**src/rtl/fancytimer_pkg.sv**
```systemverilog
// Shared types and constants for the fancytimer command transmitter.
package fancytimer_pkg;

  typedef enum logic [2:0] {
    ST_IDLE,
    ST_GAP,
    ST_PRE,
    ST_DLY,
    ST_WAIT_DONE,
    ST_ACK
  } state_e;

  localparam logic [3:0] PREAMBLE        = 4'b1101;
  localparam int         CYCLES_PER_UNIT = 1000;
  localparam int         ELAPSED_W       = 15;
  // Two extra bits so the limit compare can never wrap.
  localparam int         LIMIT_W         = ELAPSED_W + 2;

  // Watchdog threshold: nominal timer duration plus the allowed margin.
  function automatic logic [LIMIT_W-1:0] tmo_limit(input logic [3:0] dly, input int margin);
    int lim;
    lim = (int'(dly) + 1) * CYCLES_PER_UNIT + margin;
    return LIMIT_W'(lim);
  endfunction

endpackage

```
**src/rtl/fancytimer_ser.sv**
```systemverilog
// MSB-first load-and-shift serialiser with a 3-bit bit counter.
// The register is zero whenever it is not streaming, so sdo doubles as the idle-low line.
module fancytimer_ser (
  input  logic       clk,
  input  logic       reset,
  input  logic       load,
  input  logic [7:0] load_data,
  input  logic       shift,
  output logic       sdo,
  output logic [2:0] bit_cnt
);

  logic [7:0] shreg_q, shreg_d;
  logic [2:0] cnt_q, cnt_d;

  // Load a fresh word, or shift one bit out and count it.
  always_comb begin
    shreg_d = shreg_q;
    cnt_d   = cnt_q;
    if (load) begin
      shreg_d = load_data;
      cnt_d   = 3'd0;
    end else if (shift) begin
      shreg_d = {shreg_q[6:0], 1'b0};
      cnt_d   = cnt_q + 3'd1;
    end
  end

  // Shift register and counter state.
  always_ff @(posedge clk) begin
    if (reset) begin
      shreg_q <= 8'h00;
      cnt_q   <= 3'd0;
    end else begin
      shreg_q <= shreg_d;
      cnt_q   <= cnt_d;
    end
  end

  assign sdo     = shreg_q[7];
  assign bit_cnt = cnt_q;

endmodule

```
**src/rtl/fancytimer_tx.sv**
```systemverilog
// Timer command transmitter: gap, preamble and delay code out serially, then waits
// for done and acknowledges. Optional watchdog enabled by FANCYTIMER_TX_WATCHDOG_EN.
module fancytimer_tx
  import fancytimer_pkg::*;
#(
  parameter int GAP_CYCLES = 2,
  parameter int TMO_MARGIN = 16
) (
  input  logic                 clk,
  input  logic                 reset,
  input  logic                 start,
  input  logic [3:0]           delay,
  output logic                 data,
  input  logic                 done,
  output logic                 ack,
  output logic                 busy,
  output logic                 complete,
  output logic [ELAPSED_W-1:0] elapsed,
  output logic                 timeout
);

  localparam logic [15:0]          GAP_LAST    = 16'(GAP_CYCLES - 1);
  localparam logic [ELAPSED_W-1:0] ELAPSED_MAX = '1;

  state_e               state_q, state_d;
  logic [15:0]          gap_cnt_q, gap_cnt_d;
  logic [3:0]           delay_q, delay_d;
  logic [ELAPSED_W-1:0] elapsed_q, elapsed_d;
  logic                 ack_q, ack_d;
  logic                 complete_q, complete_d;
  logic                 busy_q, busy_d;
  logic                 ser_load, ser_shift;
  logic [7:0]           ser_word;
  logic [2:0]           ser_cnt;

`ifdef FANCYTIMER_TX_WATCHDOG_EN
  logic               timeout_q, timeout_d;
  logic [LIMIT_W-1:0] wd_limit;
  assign wd_limit = tmo_limit(delay_q, TMO_MARGIN);
`endif

  // When loading straight out of IDLE the captured delay is not yet registered.
  assign ser_word  = {PREAMBLE, (state_q == ST_IDLE) ? delay : delay_q};
  assign ser_shift = (state_q == ST_PRE) || (state_q == ST_DLY);

  fancytimer_ser u_ser (
    .clk       (clk),
    .reset     (reset),
    .load      (ser_load),
    .load_data (ser_word),
    .shift     (ser_shift),
    .sdo       (data),
    .bit_cnt   (ser_cnt)
  );

  // Next-state, counters and registered output values.
  always_comb begin
    state_d   = state_q;
    gap_cnt_d = gap_cnt_q;
    delay_d   = delay_q;
    elapsed_d = elapsed_q;
    ser_load  = 1'b0;
`ifdef FANCYTIMER_TX_WATCHDOG_EN
    timeout_d = 1'b0;
`endif
    case (state_q)
      ST_IDLE: begin
        if (start) begin
          delay_d   = delay;
          elapsed_d = '0;
          gap_cnt_d = 16'd0;
          if (GAP_CYCLES > 0) begin
            state_d = ST_GAP;
          end else begin
            state_d  = ST_PRE;
            ser_load = 1'b1;
          end
        end
      end
      ST_GAP: begin
        if (gap_cnt_q == GAP_LAST) begin
          state_d  = ST_PRE;
          ser_load = 1'b1;
        end else begin
          gap_cnt_d = gap_cnt_q + 16'd1;
        end
      end
      ST_PRE: begin
        if (ser_cnt == 3'd3) state_d = ST_DLY;
      end
      ST_DLY: begin
        if (ser_cnt == 3'd7) state_d = ST_WAIT_DONE;
      end
      ST_WAIT_DONE: begin
        elapsed_d = (elapsed_q == ELAPSED_MAX) ? elapsed_q : elapsed_q + 1'b1;
        if (done) begin
          state_d = ST_ACK;
        end
`ifdef FANCYTIMER_TX_WATCHDOG_EN
        else if ({2'b00, elapsed_d} >= wd_limit) begin
          state_d   = ST_IDLE;
          timeout_d = 1'b1;
        end
`endif
      end
      ST_ACK: begin
        state_d = ST_IDLE;
      end
      default: begin
        state_d = ST_IDLE;
      end
    endcase
    ack_d      = (state_d == ST_ACK);
    complete_d = (state_d == ST_ACK);
    busy_d     = (state_d != ST_IDLE);
  end

  // State and output registers.
  always_ff @(posedge clk) begin
    if (reset) begin
      state_q    <= ST_IDLE;
      gap_cnt_q  <= 16'd0;
      delay_q    <= 4'h0;
      elapsed_q  <= '0;
      ack_q      <= 1'b0;
      complete_q <= 1'b0;
      busy_q     <= 1'b0;
    end else begin
      state_q    <= state_d;
      gap_cnt_q  <= gap_cnt_d;
      delay_q    <= delay_d;
      elapsed_q  <= elapsed_d;
      ack_q      <= ack_d;
      complete_q <= complete_d;
      busy_q     <= busy_d;
    end
  end

`ifdef FANCYTIMER_TX_WATCHDOG_EN
  // Watchdog abort pulse.
  always_ff @(posedge clk) begin
    if (reset) timeout_q <= 1'b0;
    else       timeout_q <= timeout_d;
  end
  assign timeout = timeout_q;
`else
  assign timeout = 1'b0;
`endif

  assign ack      = ack_q;
  assign complete = complete_q;
  assign busy     = busy_q;
  assign elapsed  = elapsed_q;

endmodule

```
**config.mk**
```make
export PLATFORM = sky130hd
export DESIGN_NAME = fancytimer_tx
export DESIGN_NICKNAME = d
export VERILOG_FILES = /design/src/rtl/fancytimer_pkg.sv /design/src/rtl/fancytimer_ser.sv /design/src/rtl/fancytimer_tx.sv
export SDC_FILE = /design/constraint.sdc
export NUM_CORES = 1
export LEC_CHECK = 0
export CORE_MARGIN = 2
export CORE_UTILIZATION = 40
export DETAILED_ROUTE_END_ITERATION = 6
export PLACE_DENSITY = 0.62
export SLEW_MARGIN = 20
export SYNTH_ARGS = -nofsm -noshare
export SYNTH_HDL_FRONTEND = slang
export SYNTH_HIERARCHICAL = 1
export SYNTH_SLANG_ARGS = --single-unit
export TNS_END_PERCENT = 10
```
**constraint.sdc**
```tcl
create_clock -name clk -period 2.45 [get_ports clk]
set_input_delay 0.49 -clock clk [delete_from_list [all_inputs] [get_ports clk]]
set_output_delay 0.49 -clock clk [all_outputs]
set_load 0.02 [all_outputs]
```
# --- Word level (Yosys, flattened, before mapping) ---
# Index checks and enable logic that the tools add are counted.
# Widths: inputs -> output; s select.
word_totals:
  regBits: 51
  out_inout_bits: 20
  elab_cells: 51
  inputBits: 8
classes:
  eq_ne: 12
  add_sub_neg: 3
  reduce_logical: 10
  n_mux: 17
ops:
  columns: ["cell", "n"]
  rows:
  - ["$mux 16", 2]
  - ["$pmux 16 s2", 1]
  - ["$mux 15", 2]
  - ["$pmux 15 s2", 1]
  - ["$add 16x1->16 const B", 1]
  - ["$eq 16x1->1 const B", 1]
  - ["$mux 8", 2]
  - ["$add 15x1->15 const B", 1]
  - ["$eq 15x15->1 const B", 1]
  - ["$mux 3", 5]
  - ["$pmux 3 s5", 1]
  - ["$eq 3x2->1 const B", 3]
  - ["$eq 3x3->1 const B", 3]
  - ["$ne 2x2->1 const B", 3]
  - ["$reduce_and 3->1", 2]
  - ["$reduce_bool 2->1", 3]
  - ["$mux 4", 1]
  - ["$add 3x1->3 const B", 1]
  - ["$eq 3x1->1 const B", 1]
  - ["$logic_not 3->1", 1]
  - ["$reduce_bool 3->1", 1]
  - ["$mux 1", 2]
  - ["$reduce_and 2->1", 1]
  - ["$reduce_or 2->1", 1]
  - ["$logic_or 1x1->1", 1]

# --- Depth between registers and ports, before layout ---
depth:
  ltp_word: 4
  mapped_depth: 10
  depth_no_buf: 7

# --- Hierarchy ---
# Netlist, hierarchy kept.
by_module_without_submodules:
  columns: ["mod", "area_each_um2", "instances", "cells_each", "seq_area_each_um2"]
  rows:
  - ["fancytimer_tx", 2165.8, 1, 258, 800.8]
  - ["fancytimer_ser", 495.5, 1, 48, 220.2]

# --- Worst setup path after synthesis ---
# OpenSTA, ideal clock, no wires.
synth_path:
  path_type: "flip-flop to flip-flop"
  from: "register gap_cnt_q[0]"
  to: "register u_ser.shreg_q[1]"
  slack_ns: 0.513
  required_time_ns: 2.364
  period_less_slack_ns: 1.937
  arrival_ns: 1.851
  setup_ns: 0.086
  stages_incl_launch_ff: 10
  n_path_buf: 3
  path_cell_list: "dfxtp_1 > ha_1 > nor4b_1 > and4_1 > clkbuf_1 > buf_2 > and2_1 > buf_2 > inv_1 > a211oi_1"
synth_via:
  elab_chain_len: 4
  elab_cells_between_ends: 5
  classes_between: "eq/ne: 1; mux: 3; reduce/logical: 1"
synth_lines:
  columns: ["item", "line", "rtl"]
  rows:
  - ["from (decl)", "fancytimer_tx.sv:26", "logic [15:0] gap_cnt_q, gap_cnt_d;"]
  - ["from (signal assigned)", "fancytimer_tx.sv:130", "gap_cnt_q <= gap_cnt_d;"]
  - ["$eq 16x1->1 (*)", "fancytimer_tx.sv:81", "if (gap_cnt_q == GAP_LAST) begin"]
  - ["$mux 1 (*)", "fancytimer_tx.sv:81", null]
  - ["$mux 1 (*)", null, null]
  - ["via ser_load", "fancytimer_tx.sv:32", "logic ser_load, ser_shift;"]
  - ["$mux 8 / $reduce_bool 2->1 (equally long branches)", null, null]
  - ["to (signal assigned)", "fancytimer_ser.sv:35", "shreg_q <= shreg_d;"]
  - ["to (decl)", "fancytimer_ser.sv:13", "logic [7:0] shreg_q, shreg_d;"]
# The timed path passes the listed nets; every way through them passes the cells marked *.
# A chain may end at the register's enable or synchronous reset.

# --- Final worst setup path ---
layout_path:
  from: "register state_q[0]"
  to: "register u_ser.shreg_q[6]"
layout_via:
  elab_chain_len: 3
  elab_cells_between_ends: 7
  classes_between: "eq/ne: 3; mux: 2; reduce/logical: 2"
layout_lines:
  columns: ["item", "line", "rtl"]
  rows:
  - ["from (decl)", "fancytimer_tx.sv:25", "state_e state_q, state_d;"]
  - ["from (signal assigned)", "fancytimer_tx.sv:129", "state_q <= state_d;"]
  - ["$eq 3x1->1 (*)", "fancytimer_tx.sv:66", "case (state_q)"]
  - ["$mux 1 (*)", null, null]
  - ["via ser_load", "fancytimer_tx.sv:32", null]
  - ["$mux 8 / $reduce_bool 2->1 (equally long branches)", null, null]
# Marks and branches as above.

==> flow_summary_export.csv <==
group,metric,value,unit
floorplan,dieArea,7320,um2
floorplan,fp-row-count,29,
synthesis,synth_area_leaders,"dfxtp_1 38%, mux2i_1 5.3%, nand2_1 4.9%",
global_routing,grt_pass1_wl,10300,um
cts,cts_resized,0,
power,peakVddDrop,0.283,mV
synthesis,synthFlopType,"dfxtp_1",
sta,max_slew.worst_pin.slew,0.847,ns
synthesis,yosys_warnings,6,
place,placed_cells,400,
layout,design_area,3090,um2
layout,multiInputGateArea,1510,um2
floorplan,die_x,85.6,um
power,p_leak,1.01,nW
layout,regArea,1020,um2
critical_path,worstPathArrival,2.26,ns
sta,hold_viol_final,0,
drt,drcViolationCount,0,
place,place_ws,0.130,ns
synthesis,post-synth-top-area-fraction,0.384,
drt,wirelength,5790,um
critical_path,path_max_fanout,11,
layout,nets,342,
sta,final_max_slew_viol_count,0,
sta,fin_crit_sh,0.832,
cts,cts_setup_buffers,0,
floorplan,initial_core_util,0.417,
critical_path,cp_slowest_cell,"dfxtp_1",
worst_hold_path,hp-class,"flop to flop",
critical_path,required,2.67,ns
place,dpl_cell_area,2990,um2
drt,ant_nets,0,
global_routing,grt_antenna_before_repair,0,
synthesis,ys_ff_latch,51,
layout,stdcell_count,408,
sta,setup_violations,0,
drt,wire_per_inst,14.2,um
synthesis,ys_seq_area_frac,0.384,
global_routing,grt.overflow.total,0,
place,port_buffers,26,
synthesis,synth.largest_area_cell,"dfxtp_1",
cts,cts_tree,"yes",
critical_path,crit_chain,"nor3b_4, and2_1, inv_1, a211oi_1",
cts,clock_path_buffers,2,
synthesis,async_flop_share,0,
sta,slew_headroom,0.433,
layout,layout-drive-gt1-share,0.0846,
sta,fin_ws,0.410,ns
floorplan,core,6390,um2
sta,tns,0,ns
sta,fin_skew,0.0127,ns
synthesis,netlist_area,2660,um2
global_routing,first_global_vias,2217,
global_routing,grt_max_degree,26,
sta,fmax,0.490,GHz
cts,htreeDepth,2,
critical_path,start_kind,"flop",
critical_path,cpPeakStageDelay,0.57,ns
cts,clockRootBuffer,"clkbuf_8",
cts,clk_pin_slew,0.10,ns
cts,numCtsBuffers,5,
power,pwr_density_cell,511,nW/um2
cts,clkLatencyLatePin,0.31,ns
synthesis,synth_edf_count,0,
layout,final_util,0.483,
synthesis,ys_types,57,
floorplan,die_y,85.6,um
layout,num-fill-cells,616,
drt,drt_iter0_drc,106,
synthesis,postSynthCellCount,306,
status,status,"finished clean",
power,power,1.58,mW
drt,firstDrtPassIters,4,
floorplan,io_pins,28,
place,hpwl,4080,um
sta,rsz0062_at_grt,"false",
critical_path,cp_top_family,"simple AND/OR/NAND/NOR gates",
critical_path,crit_buf_inv,1,
cts,numClockSinks,51,
synthesis,syn_avg_cell_area,8.70,um2
global_routing,grt_util_all_layers,0.170,
critical_path,critical_path_class,"flop to flop",
sta,hold_ws,0.463,ns
job,cap_violations,0,
place,place_congestion,0.824,
sta,min_period,2.04,ns
drt,dr_total_vias,2285,
layout,diodes,0,
critical_path,critPathCaptureType,"flop",
layout,area_delta_synth_final,15.9,%
cts,cts.hold.buffers_added,0,
drt,vias_per_cell,5.60,
flip-flops by register name, summed over array words and instances (netlist names):
| register | cells |
|---|---|
| busy | 1 |
| complete | 1 |
| delay_q | 4 |
| elapsed | 15 |
| gap_cnt_q | 16 |
| state_q | 3 |
| u_ser/bit_cnt | 3 |
| u_ser/shreg_q | 8 |
metal layers:
metal	up-vias	part of all wire	global-route usage	wire length, um
met5	-	0	0	0
met4	0	0.0067	0.0433	39
met3	5	0.040	0.0404	231
met2	34	0.45	0.274	2590
met1	1066	0.51	0.229	2920
li1	1180	-	-	-
final cells by class:
class	instances	share of cell area
well taps	77	0.0312
multi-input cells	230	0.489
repair buffers	34	0.108
flip-flops and latches	51	0.331
inverters	8	0.00973
clock buffers	7	0.0280
clock inverters	1	0.00284
final timing paths:
path                                               from                            end  slack [ns]  depth (start not counted)
worst max-delay path              state_q[0]$_SDFF_PP0_  u_ser/shreg_q[6]$_SDFFE_PP0P_        0.41                          4
worst min-delay path            delay_q[2]$_SDFFE_PP0P_        delay_q[2]$_SDFFE_PP0P_        0.46                          2
worst max register to register    state_q[0]$_SDFF_PP0_  u_ser/shreg_q[6]$_SDFFE_PP0P_        0.41                          4
worst min register to register  delay_q[2]$_SDFFE_PP0P_        delay_q[2]$_SDFFE_PP0P_        0.46                          2
tightest hold or removal path: stages, from the launching register on:
cell     delay, ns
dfxtp_1       0.32
nand2_1       0.05
a21oi_1       0.05
report_power, final:
| group | internal [mW] | switching, mW | leakage (nW) |
|---|---|---|---|
| clock network | 0.232 | 0.287 | 0.0484 |
| registers | 0.847 | 0.0191 | 0.412 |
| logic | 0.0844 | 0.108 | 0.553 |
| total | 1.16 | 0.414 | 1.01 |
placed cells by master, fill, tap and decap left out, types with 9 or more instances in the layout:
cell,count
nand2_1,35
nand3_1,10
clkdlybuf4s50_1,26
dfxtp_1,51
mux2i_1,14
a211oi_1,9
nor2_1,11
a21oi_1,25
or3_1,10
cells in the mapped netlist, types with 6 or more instances:
library cell   n
nor2b_1        7
buf_4          6
or3_1         10
nand4_1        7
o31ai_1        7
or4_1          8
o21ai_0        8
mux2i_1       14
a211oi_1       9
inv_1          8
dfxtp_1       51
nor2_1        11
nand3_1       10
clkbuf_1       8
nand2_1       35
a21oi_1       25
cells by family (layout without fill, tap and decap cells):
family                   Yosys count  count (layout)  share of synthesized area
buffers and inverters             28              50                     0.0531
XOR/XNOR                           4               4                     0.0132
AND/OR/NAND/NOR                  128             128                      0.280
multiplexers                      18              18                     0.0696
other                              2               5                    0.00282
AO/OA/AOI/OAI                     71              71                      0.179
flip-flops                        51              51                      0.384
adder cells (fa/ha/maj)            4               4                     0.0188
No activity file was read; power rests on OpenSTA's default activity.
